[config.mk]
export PLATFORM = sky130hd
export DESIGN_NAME = dma_ahb_chan_arb
export DESIGN_NICKNAME = d
export VERILOG_FILES = /design/src/rtl/dma_ahb_chan_arb_pkg.sv /design/src/rtl/dma_ahb_rr_pick.sv /design/src/rtl/dma_ahb_chan_arb.sv
export SDC_FILE = /design/constraint.sdc
export NUM_CORES = 1
export LEC_CHECK = 0
export BUFFER_PORTS_ARGS = -buffer_cell sky130_fd_sc_hd__buf_2
export CAP_MARGIN = 20
export CORE_AREA = 2 2 176 178
export CTS_BUF_LIST = sky130_fd_sc_hd__clkbuf_8
export DETAILED_ROUTE_END_ITERATION = 8
export DIE_AREA = 0 0 178 180
export PLACE_DENSITY_LB_ADDON = 0.08
export SYNTH_ARGS = -nofsm -noshare
export SYNTH_HDL_FRONTEND = slang
export SYNTH_SLANG_ARGS = --single-unit
[constraint.sdc]
create_clock -name HCLK -period 4.5 [get_ports HCLK]
set_input_delay 0.225 -clock HCLK [delete_from_list [all_inputs] [get_ports HCLK]]
set_output_delay 0.225 -clock HCLK [all_outputs]
set_load 0.01 [all_outputs]
[src/rtl/dma_ahb_chan_arb_pkg.sv]
// ----------------------------------------------------------------------------
// dma_ahb_chan_arb_pkg
// Shared definitions for the multi-channel DMA arbiter front end:
//   - arb_state_t : arbiter FSM state encoding
//   - BURST_*     : legal burst-length codes (1/4/8/16 beats)
//   - *_W         : descriptor field widths (src/dst/bnum/burst) and
//                   timeout counter width
// ----------------------------------------------------------------------------
package dma_ahb_chan_arb_pkg;

  typedef enum logic [2:0] {
    S_IDLE  = 3'd0,
    S_SETUP = 3'd1,
    S_GO    = 3'd2,
    S_RUN   = 3'd3,
    S_ACK   = 3'd4,
    S_ERR   = 3'd5
  } arb_state_t;

  localparam logic [4:0] BURST_1  = 5'd1;
  localparam logic [4:0] BURST_4  = 5'd4;
  localparam logic [4:0] BURST_8  = 5'd8;
  localparam logic [4:0] BURST_16 = 5'd16;

  localparam int ADDR_W  = 32;
  localparam int BNUM_W  = 16;
  localparam int BURST_W = 5;
  localparam int CNT_W   = 8;

endpackage

[src/rtl/dma_ahb_rr_pick.sv]
// ----------------------------------------------------------------------------
// dma_ahb_rr_pick
// Combinational round-robin picker. Searches REQ starting at PTR+1 and
// wrapping modulo NUM_CH; the first set bit wins.
//   NUM_CH : number of requesters
//   PW     : pointer width
//   REQ    : in  [NUM_CH]  request vector
//   PTR    : in  [PW]      index of the previous winner
//   WIN    : out [NUM_CH]  one-hot winner (0 when no request)
//   VALID  : out           at least one request present
// ----------------------------------------------------------------------------
module dma_ahb_rr_pick #(
  parameter int NUM_CH = 4,
  parameter int PW     = $clog2(NUM_CH)
) (
  input  logic [NUM_CH-1:0] REQ,
  input  logic [PW-1:0]     PTR,
  output logic [NUM_CH-1:0] WIN,
  output logic              VALID
);

  logic [PW-1:0] idx;
  logic          found;

  // Offsets 1..NUM_CH so the previous winner is considered last.
  always_comb begin
    WIN   = '0;
    found = 1'b0;
    idx   = '0;
    for (int k = 1; k <= NUM_CH; k++) begin
      idx = PW'((int'(PTR) + k) % NUM_CH);
      if (!found && REQ[idx]) begin
        WIN[idx] = 1'b1;
        found    = 1'b1;
      end
    end
  end

  assign VALID = |REQ;

endmodule

[src/rtl/dma_ahb_chan_arb.sv]
// ----------------------------------------------------------------------------
// dma_ahb_chan_arb
// Multi-channel front end for the single-channel AHB DMA engine. Grants the
// engine to one requesting channel at a time (round robin), latches that
// channel's descriptor onto the engine inputs, follows DMA_BUSY/DMA_DONE and
// returns a one-cycle ACK (done) or ERR (timeout) pulse to the granted channel.
//   HCLK, HRESET : clock, synchronous active-high reset
//   EN           : global enable; gates new grants only
//   CH_REQ       : per-channel request levels
//   CH_SRC/DST   : packed 32-bit addresses, channel i at [32i+31:32i]
//   CH_BNUM      : packed 16-bit byte counts
//   CH_BURST     : packed 5-bit burst lengths
//   CH_GRANT     : one-hot active channel
//   CH_ACK/ERR   : one-cycle completion / timeout pulses
//   DMA_EN       : registered EN
//   DMA_GO       : engine start level
//   DMA_BUSY/DONE: engine status
//   DMA_SRC/DST/BNUM/BURST : latched descriptor of the granted channel
// ----------------------------------------------------------------------------
module dma_ahb_chan_arb
  import dma_ahb_chan_arb_pkg::*;
#(
  parameter int NUM_CH = 4,
  parameter int TO_CYC = 255
) (
  input  logic                      HCLK,
  input  logic                      HRESET,
  input  logic                      EN,
  input  logic [NUM_CH-1:0]         CH_REQ,
  input  logic [NUM_CH*ADDR_W-1:0]  CH_SRC,
  input  logic [NUM_CH*ADDR_W-1:0]  CH_DST,
  input  logic [NUM_CH*BNUM_W-1:0]  CH_BNUM,
  input  logic [NUM_CH*BURST_W-1:0] CH_BURST,
  output logic [NUM_CH-1:0]         CH_GRANT,
  output logic [NUM_CH-1:0]         CH_ACK,
  output logic [NUM_CH-1:0]         CH_ERR,
  output logic                      DMA_EN,
  output logic                      DMA_GO,
  input  logic                      DMA_BUSY,
  input  logic                      DMA_DONE,
  output logic [ADDR_W-1:0]         DMA_SRC,
  output logic [ADDR_W-1:0]         DMA_DST,
  output logic [BNUM_W-1:0]         DMA_BNUM,
  output logic [BURST_W-1:0]        DMA_BURST
);

  localparam int              PW     = $clog2(NUM_CH);
  localparam logic [CNT_W-1:0] TO_LIM = CNT_W'(TO_CYC);

  arb_state_t       state_reg;
  logic [PW-1:0]    ptr_reg;
  logic [CNT_W-1:0] cnt_reg;
  logic [CNT_W-1:0] cnt_inc;

  logic [NUM_CH-1:0] pick_win;
  logic              pick_valid;
  logic [PW-1:0]     win_idx;

  logic [ADDR_W-1:0]  src_arr   [NUM_CH];
  logic [ADDR_W-1:0]  dst_arr   [NUM_CH];
  logic [BNUM_W-1:0]  bnum_arr  [NUM_CH];
  logic [BURST_W-1:0] burst_arr [NUM_CH];

  genvar gi;
  generate
    for (gi = 0; gi < NUM_CH; gi++) begin : g_unpack
      assign src_arr[gi]   = CH_SRC[ADDR_W*gi +: ADDR_W];
      assign dst_arr[gi]   = CH_DST[ADDR_W*gi +: ADDR_W];
      assign bnum_arr[gi]  = CH_BNUM[BNUM_W*gi +: BNUM_W];
      assign burst_arr[gi] = CH_BURST[BURST_W*gi +: BURST_W];
    end
  endgenerate

  dma_ahb_rr_pick #(
    .NUM_CH (NUM_CH),
    .PW     (PW)
  ) u_pick (
    .REQ   (CH_REQ),
    .PTR   (ptr_reg),
    .WIN   (pick_win),
    .VALID (pick_valid)
  );

  // One-hot winner to index, used both for the descriptor mux and the pointer.
  always_comb begin
    win_idx = '0;
    for (int i = 0; i < NUM_CH; i++) begin
      if (pick_win[i]) win_idx = PW'(i);
    end
  end

  assign cnt_inc = cnt_reg + CNT_W'(1);

  always_ff @(posedge HCLK) begin
    if (HRESET) begin
      state_reg <= S_IDLE;
      ptr_reg   <= PW'(NUM_CH - 1);
      cnt_reg   <= '0;
      CH_GRANT  <= '0;
      CH_ACK    <= '0;
      CH_ERR    <= '0;
      DMA_EN    <= 1'b0;
      DMA_GO    <= 1'b0;
      DMA_SRC   <= '0;
      DMA_DST   <= '0;
      DMA_BNUM  <= '0;
      DMA_BURST <= '0;
    end else begin
      DMA_EN <= EN;
      CH_ACK <= '0;
      CH_ERR <= '0;
      case (state_reg)
        S_IDLE: begin
          if (EN && pick_valid) begin
            DMA_SRC   <= src_arr[win_idx];
            DMA_DST   <= dst_arr[win_idx];
            DMA_BNUM  <= bnum_arr[win_idx];
            DMA_BURST <= burst_arr[win_idx];
            CH_GRANT  <= pick_win;
            ptr_reg   <= win_idx;
            state_reg <= S_SETUP;
          end
        end
        S_SETUP: begin
          // Zero-length descriptors complete without ever starting the engine.
          if (DMA_BNUM == '0) begin
            state_reg <= S_ACK;
          end else begin
            DMA_GO    <= 1'b1;
            cnt_reg   <= '0;
            state_reg <= S_GO;
          end
        end
        S_GO: begin
          if (DMA_DONE) begin
            state_reg <= S_ACK;
          end else if (DMA_BUSY) begin
            state_reg <= S_RUN;
          end else begin
            cnt_reg <= cnt_inc;
            if (cnt_inc == TO_LIM) state_reg <= S_ERR;
          end
        end
        S_RUN: begin
          // Only idle (not busy, not done) cycles count toward the timeout.
          if (DMA_DONE) begin
            state_reg <= S_ACK;
          end else if (!DMA_BUSY) begin
            cnt_reg <= cnt_inc;
            if (cnt_inc == TO_LIM) state_reg <= S_ERR;
          end
        end
        S_ACK: begin
          DMA_GO    <= 1'b0;
          CH_ACK    <= CH_GRANT;
          CH_GRANT  <= '0;
          state_reg <= S_IDLE;
        end
        S_ERR: begin
          DMA_GO    <= 1'b0;
          CH_ERR    <= CH_GRANT;
          CH_GRANT  <= '0;
          state_reg <= S_IDLE;
        end
        default: state_reg <= S_IDLE;
      endcase
    end
  end

endmodule

* Yosys cells after proc, flatten, opt, wreduce, memory -nomap -nowiden
Cells that the tools add are included. W data, S select, Z words.
Word-level totals: memory bits (read-only) 0, memories 0, logic and storage cells 123, register bits after elaboration 112, bits in latches 0, RAM bits 0, output and inout bits 99
Operators by class: bitwise operators 6, shift operators 0, eq/ne operators 11, mux-type cells 54, multipliers 0, add/subtract/negate cells 5, order comparisons 9, div/mod/pow operators 0, reductions and logical operators 26
Operators with widths (number):
- $bmux W32 S2 | 2
- $mux W32 | 4
- $bmux W16 S2 | 1
- $mux W16 | 2
- $mux W8 | 3
- $mux W3 | 7
- $mux W4 | 5
- $logic_not A16 Y1 | 1
- $pmux W8 S2 | 1
- $mux W1 | 13
- $lt A2 B3 Y1 const B | 4
- $or A4 B4 Y4 | 3
- $pmux W3 S4 | 1
- $bmux W5 S2 | 1
- $mux W5 | 2
- $add A8 B1 Y8 const B | 1
- $bmux W1 S2 | 4
- $demux W1 S2 | 4
- $eq A8 B8 Y1 const B | 1
- $ge A2 B1 Y1 const B | 4
- $logic_and A1 B1 Y1 | 8
- $ne A2 B2 Y1 const B | 4
- $pmux W4 S2 | 1
- $reduce_and A2 Y1 | 4
- other kinds (17) | 30

* Logic depth before layout (Yosys ltp)
Gate-level depths: netlist of the first run.
depth after elaboration 20, gate-level depth with buffers 12, depth with buffers taken out 8

* Cells and area by module
A second synthesis of the first run with hierarchy kept.
Unflattened totals: cells, all modules 841, area, all modules 7006.7 sq um
By module, submodules not included:
- dma_ahb_chan_arb | cells an instance 802, times used 1, area each 6641.4 sq um
- dma_ahb_rr_pick | cells an instance 39, times used 1, area each 365.4 sq um

* Worst setup path after synthesis of the first run
OpenSTA, ideal clock, no wires.
path kind register -> register, start register ptr_reg[0], end register DMA_DST[20], buffers on the path 3, slack 1.410 ns, data required time 4.366 ns, arrival time 2.956 ns, setup time 0.134 ns, clock period less this slack 3.090 ns, stages on the path, launching flop included 12, path through dfxtp_1 buf_4 inv_1 ha_1 mux4_2 or2_1 o311ai_4 nor2_1 buf_6 buf_2 a221oi_1 a211oi_1
Between the ends: longest elaborated chain between the ends 20, elaborated cells on any way between the ends 55
RTL lines:
- from (decl) | line dma_ahb_chan_arb.sv:51 | logic [PW-1:0] ptr_reg;
- from (signal assigned) | line dma_ahb_chan_arb.sv:97 | ptr_reg <= PW'(NUM_CH - 1);
- from (signal assigned) | line dma_ahb_chan_arb.sv:120 | ptr_reg <= win_idx;
- branches (longest 12 deep; another with $lt A2 B3 Y1)
- $mux W4 * | line dma_ahb_rr_pick.sv:32 | if (!found && REQ[idx]) begin
- $mux W1 | line dma_ahb_chan_arb.sv:88 | if (pick_win[i]) win_idx = PW'(i);
- $mux W2 | line dma_ahb_chan_arb.sv:88
- $mux W2 * | line dma_ahb_chan_arb.sv:88
- $not A2 Y3 (implied by the code) * | line dma_ahb_chan_arb.sv:116 | DMA_DST <= dst_arr[win_idx];
- $bmux W32 S2 * | line dma_ahb_chan_arb.sv:116
- $mux W32 (implied by the code) * (2 in series) | line dma_ahb_chan_arb.sv:116
- to (signal assigned) | line dma_ahb_chan_arb.sv:116
- to (decl) | line dma_ahb_chan_arb.sv:42 | output logic [ADDR_W-1:0] DMA_DST,
Mark *: on every way between the ends. The select of a mux whose other input is x is not followed. A chain may end at the register's enable or synchronous reset.

* Final worst setup path of the first run
start register ptr_reg[0], end register DMA_DST[8]
Same word-level chain as after synthesis.

==> flow_summary.ini, run 1 <==
[logic_synthesis]
syn-instance-count = 871
synth_area_leaders = dfxtp_1 (32%), a221oi_1 (11%), a211oi_1 (9.5%), and3_1 (7.8%), a21boi_0 (5.4%)
yosysSeqAreaShare = 0.320
synthDominantAreaCellType = dfxtp_1
yosysTopAreaCellShare = 0.320
synth_ff_type = dfxtp_1
yosys_warnings = 0
synth.distinct_cells = 47
syn_avg_cell_area_sq_um = 8.05
syn_area_sq_mm = 0.00701
synth_edf_count = 0
synth_nets = 1229
synth-seq-cells = 112
async_flop_share = 0

[setup_path]
crit_type = flop to flop
cp-start-kind = flop
cp.required_ns = 4.81
worstPathArrival_ns = 4.13
timing.critical_path.fanout_max = 73
cp-end-kind = flop

[clock_network]
htree_levels = 3
clk_latency_ns = 0.41
cts_root_buffer = clkbuf_8
path_clk_slew_ns = 0.13
hold_buffers = 0
cts-resized-gates = 0
cts_setup_buffers = 0
cts_tree = built
cts_max_path_buffers = 2
numCtsBuffers = 9
cts.sinks = 112

[drt]
via_per_inst = 5.00
first_iter_violations = 354
wl_um = 33700
drc = 0
drtPass1Iterations = 4
drtAntennaViolNets = 0
post_drt_wl_per_cell_um = 20.3
dr_total_vias = 8299

[timing]
rsz0062_at_grt = false
maxSlewViolCount = 0
clock.fmax_mhz = 262
setup_ws_ns = 0.677
finalSetupViolCount = 0
holdWs_ns = 0.0366
fin_crit_ns = 3.82
worst_slew_pin_slew_ns = 0.943
post-route-period-util = 0.850
fin_skew_ns = 0.0238
setup_tns_ns = 0
hold_viol = 0
relSlewSlack = 0.372

[finish]
final_layout_size_suffix_gt1_frac = 0.398
biggestRegsByFlops = DMA_DST x32, DMA_SRC x32, DMA_BNUM x16
nets = 1607
layout_commonest_cell = buf_2
syn2layout_area_growth_pct = 40.4
final_cell_mix = buf_2 (446), dfxtp_1 (112), nor2_1 (98)
num-fill-cells = 3369

[power_and_ir_drop]
vdd_ir_drop_max_uv = 511
combPwrFrac = 0.631
cellLeakagePower_nw = 4.49
power.density_mw_per_mm2 = 618
p_clk_frac = 0.135
p_int_w = 0.00307
power_switching_w = 0.00302
swShare = 0.496
p_seq_frac = 0.235

[floorplan]
die-area_sq_mm = 0.0320
ios = 448
rows = 64
core_area_sq_mm = 0.0302
die_height_um = 180
start_util = 0.232
die_width_um = 178

[place]
io_buffers = 447
dpl.hpwl_um = 25100
place_congestion = 0.848
pre_cts_ws_ns = 0.690

[grt]
first_global_vias = 8161
grt_antenna_before_repair = 10
grtUsageTotal = 0.205
overflow = 0
grt_pass1_wl_um = 50100
grt_max_degree = 77

[status]
status = finished clean

[min_path]
hp-class = input port to flop

[job]
drv_cap = 0
==> critical path, stage by stage (launching register included) <==
cell	delay, ns
dfxtp_1	0.65
inv_1	0.19
ha_1	0.37
mux4_2	0.62
or2_1	0.32
o311ai_4	0.38
buf_4	0.30
buf_12	0.29
a221oi_1	0.19
a211oi_1	0.24
==> synthesized netlist by cell type (all sizes together), types with 2 or more instances <==
| cell type | n |
|---|---|
| or3b | 3 |
| nor4 | 5 |
| mux2 | 2 |
| nor3 | 4 |
| buf | 22 |
| nor2 | 100 |
| mux4 | 4 |
| nand2b | 5 |
| a21boi | 85 |
| nand3b | 2 |
| a211o | 3 |
| o21ai | 91 |
| xnor2 | 2 |
| a211oi | 89 |
| ha | 9 |
| nand3 | 6 |
| nor2b | 8 |
| a21oi | 17 |
| dfxtp | 112 |
| a221oi | 88 |
| clkbuf | 77 |
| nand2 | 12 |
| a31oi | 2 |
| inv | 7 |
| or3 | 3 |
| nand4 | 2 |
| and2 | 11 |
| and3 | 87 |
==> final timing paths <==
path | start | to | slack (ns) | cells past startpoint
hold reg to reg | DMA_GO | DMA_GO | 0.47 | 2
setup reg to reg | ptr_reg[0] | DMA_DST[8] | 0.68 | 9
setup / recovery | ptr_reg[0] | DMA_DST[8] | 0.68 | 9
hold / removal | EN | DMA_EN | 0.04 | 2
==> cell type report <==
| cell class | count | area [sq um] | share of cell area |
|---|---|---|---|
| Tap cell | 396 | 495 | 0.0503 |
| Clock inverter | 6 | 121 | 0.0123 |
| Antenna cell | 10 | 25.0 | 0.00254 |
| Multi-Input combinational cell | 653 | 4340 | 0.441 |
| Timing Repair Buffer | 466 | 2460 | 0.250 |
| Sequential cell | 112 | 2240 | 0.228 |
| Clock buffer | 10 | 138 | 0.0140 |
| Inverter | 7 | 26.3 | 0.00267 |
==> per-layer routing <==
layer | vias to the layer above | routed length (um) | track usage
li1 | 4101 | - | -
met1 | 3858 | 13900 | 0.252
met2 | 302 | 16800 | 0.356
met3 | 36 | 2300 | 0.0451
met4 | 2 | 696 | 0.0580
met5 | - | 7 | 0
==> through the flow <==
stage          power (W)  utilization  cell area [sq um]  std cells
6_report         0.00609        0.326               9850       1660
2_1_floorplan    0.00396            -               7010        871
4_1_cts          0.00619        0.325               9820       1650
3_3_place_gp     0.00535        0.317               9560       1634
5_1_grt          0.00661        0.326               9840       1656
3_5_place_dp     0.00534        0.317               9560       1634
==> power groups by stage <==
stage	Combinational, W	Clock (W)	Sequential (W)
final	0.00384	0.000819	0.00143
after global routing	0.00426	0.000883	0.00146
after CTS	0.00390	0.000861	0.00143
after detailed placement	0.00389	0	0.00145
after global placement	0.00390	0	0.00145
after floorplan	0.00244	0	0.00153
==> kinds of logic (layout without fill, tap and decap cells) <==
logic type | after synthesis | in the layout | synth area share
other | 0 | 10 | 0
muxes | 6 | 6 | 0.0161
buffers and inverters | 106 | 489 | 0.0671
xor gates and xnor gates | 2 | 2 | 0.00250
AOI/OAI and AO/OA | 384 | 384 | 0.393
and+or+nand+nor | 252 | 252 | 0.185
DFF | 112 | 112 | 0.320
adders and majority gates | 9 | 9 | 0.0161
Note: power is estimated with default switching activity, not from simulation.
==> inputs of run 2 (changes only) <==
--- a/config.mk
+++ b/config.mk
@@ -5,12 +5,13 @@
 export SDC_FILE = /design/constraint.sdc
 export NUM_CORES = 1
 export LEC_CHECK = 0
+export ABC_AREA = 1
 export BUFFER_PORTS_ARGS = -buffer_cell sky130_fd_sc_hd__buf_2
 export CAP_MARGIN = 20
-export CORE_AREA = 2 2 176 178
+export CORE_AREA = 2 2 175 177
 export CTS_BUF_LIST = sky130_fd_sc_hd__clkbuf_8
 export DETAILED_ROUTE_END_ITERATION = 8
-export DIE_AREA = 0 0 178 180
+export DIE_AREA = 0 0 177 179
 export PLACE_DENSITY_LB_ADDON = 0.08
 export SYNTH_ARGS = -nofsm -noshare
 export SYNTH_HDL_FRONTEND = slang
==> constraint.sdc (replaced) <==
create_clock -name HCLK -period 3.3 [get_ports HCLK]
set_input_delay 0.165 -clock HCLK [delete_from_list [all_inputs] [get_ports HCLK]]
set_output_delay 0.165 -clock HCLK [all_outputs]
set_load 0.01 [all_outputs]
==> run 2 against run 1 <==
- fmax up 33%
- clock skew up 0.0033 ns
- sequential cell count unchanged
- critical endpoint is now DMA_SRC[26]
- total power up 60%
- utilization up 4.2 points
- register-to-register slack worse by 0.26 ns
==> flow_summary.ini, run 2 <==
[place]
pre_cts_ws_ns = 0.254
place_congestion = 0.839
dpl_cell_area_sq_mm = 0.0108
dpl.hpwl_um = 26000
place_inst = 2234
io_buffers = 447

[power_and_ir_drop]
cellLeakagePower_nw = 6.28
vdd_ir_drop_max_uv = 462
power.density_mw_per_mm2 = 882

[timing]
worst_slew_pin_slew_ns = 0.813
setup_ws_ns = 0.417
finalSetupViolCount = 0
hold_viol = 0
fin_crit_ns = 2.88
rsz0062_at_grt = false
clock.fmax_mhz = 347
maxSlewViolCount = 0
setup_tns_ns = 0
relSlewSlack = 0.458
post-route-period-util = 0.874
fin_skew_ns = 0.0271

[floorplan]
ios = 448
die_width_um = 177
core_area_sq_mm = 0.0300
die-area_sq_mm = 0.0317
start_util = 0.279
die_height_um = 179
rows = 64

[setup_path]
timing.rr.start = ptr_reg[0]
worstPathBufferInverterCount = 4
cp.depth = 17
cp-end-kind = flop
crit_type = flop to flop
crit_slowest_cell = buf_6
crit_end = DMA_SRC[26]
cp-start-kind = flop
worstPathArrival_ns = 3.20
reg2reg_to = DMA_SRC[26]
timing.critical_path.fanout_max = 85
path_cells = inv_2 -> ha_1 -> inv_1 -> nand3_1 -> nand2_4 -> nand2_4 -> nor2_2 -> nand2_1 -> nand2_1 -> nor2_2 -> nand2_4 -> buf_6 -> nand3_1 -> nand2_1 -> nand3_1 -> nand2_1 -> inv_1
timing.critical_path.mode_cell = nand2_1
cp.required_ns = 3.62
startpoint = ptr_reg[0]
cp_slowest_stage_delay_ns = 0.53
critical_path.top_delay_family = simple AND/OR/NAND/NOR gates
ff2ff_path_depth = 17
regToRegSetupSlack_ns = 0.42

[drt]
drtPass1Iterations = 7
dr_total_vias = 10500
drc = 0
via_per_inst = 4.63
first_iter_violations = 611
wl_um = 35900
drtAntennaViolNets = 0
post_drt_wl_per_cell_um = 15.9

[logic_synthesis]
synth_area_leaders = dfxtp_1 (27%), nand2_1 (18%), inv_1 (9.2%), nor2_1 (9.0%), o21ai_0 (7.7%)
synth_nets = 1826
synth_fa_ha_area_frac = 0.0134
synth_most_common_cell = nand2_1
synth-simple-area-share = 0.385
synthDominantAreaCellType = dfxtp_1
syn-instance-count = 1468
async_flop_share = 0
synth_ff_type = dfxtp_1
synth_top_family_by_area = simple AND/OR/NAND/NOR gates
syn_avg_cell_area_sq_um = 5.71
synth_edf_count = 0
syn_area_sq_mm = 0.00838
synth_top_cells_by_count = nand2_1 (410), inv_1 (206), nor2_1 (200)
muxShareOfSynthArea = 0
synth-compound-area-share = 0.163
yosysTopAreaCellShare = 0.268
synth.distinct_cells = 32
synth-seq-cells = 112
yosys_warnings = 0
synth_xor_area_frac = 0.00627
yosysSeqAreaShare = 0.268

[clock_network]
clk_latency_ns = 0.41
numCtsBuffers = 9
cts_max_path_buffers = 2
htree_levels = 3
cts_root_buffer = clkbuf_8
cts_setup_buffers = 0
cts.sinks = 112
path_clk_slew_ns = 0.14
cts_tree = built

[grt]
grtUsageTotal = 0.213
first_global_vias = 9597
grt_max_degree = 95
grt_antenna_before_repair = 8
overflow = 0
grt_pass1_wl_um = 52700

[status]
status = finished clean

[finish]
syn2layout_area_growth_pct = 32.1
final_layout_size_suffix_gt1_frac = 0.275
num-fill-cells = 3453
finalNonFillerCells = 2258
final_cell_mix = buf_2 (447), nand2_1 (410), inv_1 (205)
nets = 2208
layout_commonest_cell = buf_2
finalInstanceArea_sq_mm = 0.0111
biggestRegsByFlops = DMA_DST x32, DMA_SRC x32, DMA_BNUM x16

[job]
drv_cap = 0

[min_path]
hp-class = input port to flop
-- run 2: changes by cell type after synthesis, sizes merged, moves of 41 or more --
cell    change
a211oi     -89
inv       +201
a21boi     -85
buf        +41
nor2      +105
nand2     +405
a221oi     -88
and3       -87
o21ai      +74
a21oi      +86
nand4      +84
-- run 2: worst min-delay path, cell delays in order --
cell	delay, ns
buf_2	0.09
inv_1	0.04
nand2_1	0.04
nand2_1	0.05
a21oi_1	0.05
-- run 2: cells by family after synthesis --
kind of cell	count (synthesis)
fa+ha+maj	9
buf+inv	314
xor+xnor	6
simple gates	756
compound gates	271
flops	112
-- run 2: worst min path at each step --
stage | startpoint | endpoint | slack [ns] | cells past startpoint
after floorplan | EN | DMA_EN | 0.29 | 2
after global placement | EN | DMA_EN | 0.39 | 3
after global routing | CH_DST[52] | DMA_DST[20] | 0.07 | 5
after detailed placement | EN | DMA_EN | 0.40 | 3
after CTS | CH_SRC[62] | DMA_SRC[30] | 0.04 | 5
final | CH_DST[54] | DMA_DST[22] | 0.06 | 5
-- run 2: final cells by class --
cell class              count  area, sq um  area share
flip-flops and latches    112         2240       0.203
multi-input cells        1042         4770       0.431
clock buffers               9          124      0.0112
diodes                      7         17.5     0.00158
inverters                 211          797      0.0720
repair buffers            474         2550       0.230
clock inverters             7         76.3     0.00689
well taps                 396          495      0.0448
-- run 2: metrics by stage --
step	power, W	hold WS, ns	util
finish	0.00977	0.0564	0.369
floorplan	0.00697	0.290	-
global route	0.0108	0.0651	0.368
CTS	0.00987	0.0369	0.368
detailed placement	0.00888	0.400	0.361
global placement	0.00889	0.386	0.361
-- run 2: timing repair --
item                       in CTS  in global routing
hold buffers                    1                  0
setup endpoints to repair       0                 11
hold endpoints to repair        1                  0
gates resized for setup         0                  1
-- run 2: routing by layer --
layer  track usage  up-vias  wire (um)
li1              -     5388          -
met1         0.269     4695      15800
met2         0.364      330      17100
met3        0.0363       39       2280
met4        0.0730        2        755
met5             0        -         16
-- run 2: power breakdown --
group / internal, W / leakage [nW] / total [W] / switching, W
logic: 0.00227 / 5.25 / 0.00684 / 0.00457
registers: 0.00175 / 0.922 / 0.00197 / 0.000219
clock network: 0.000362 / 0.102 / 0.000953 / 0.000592
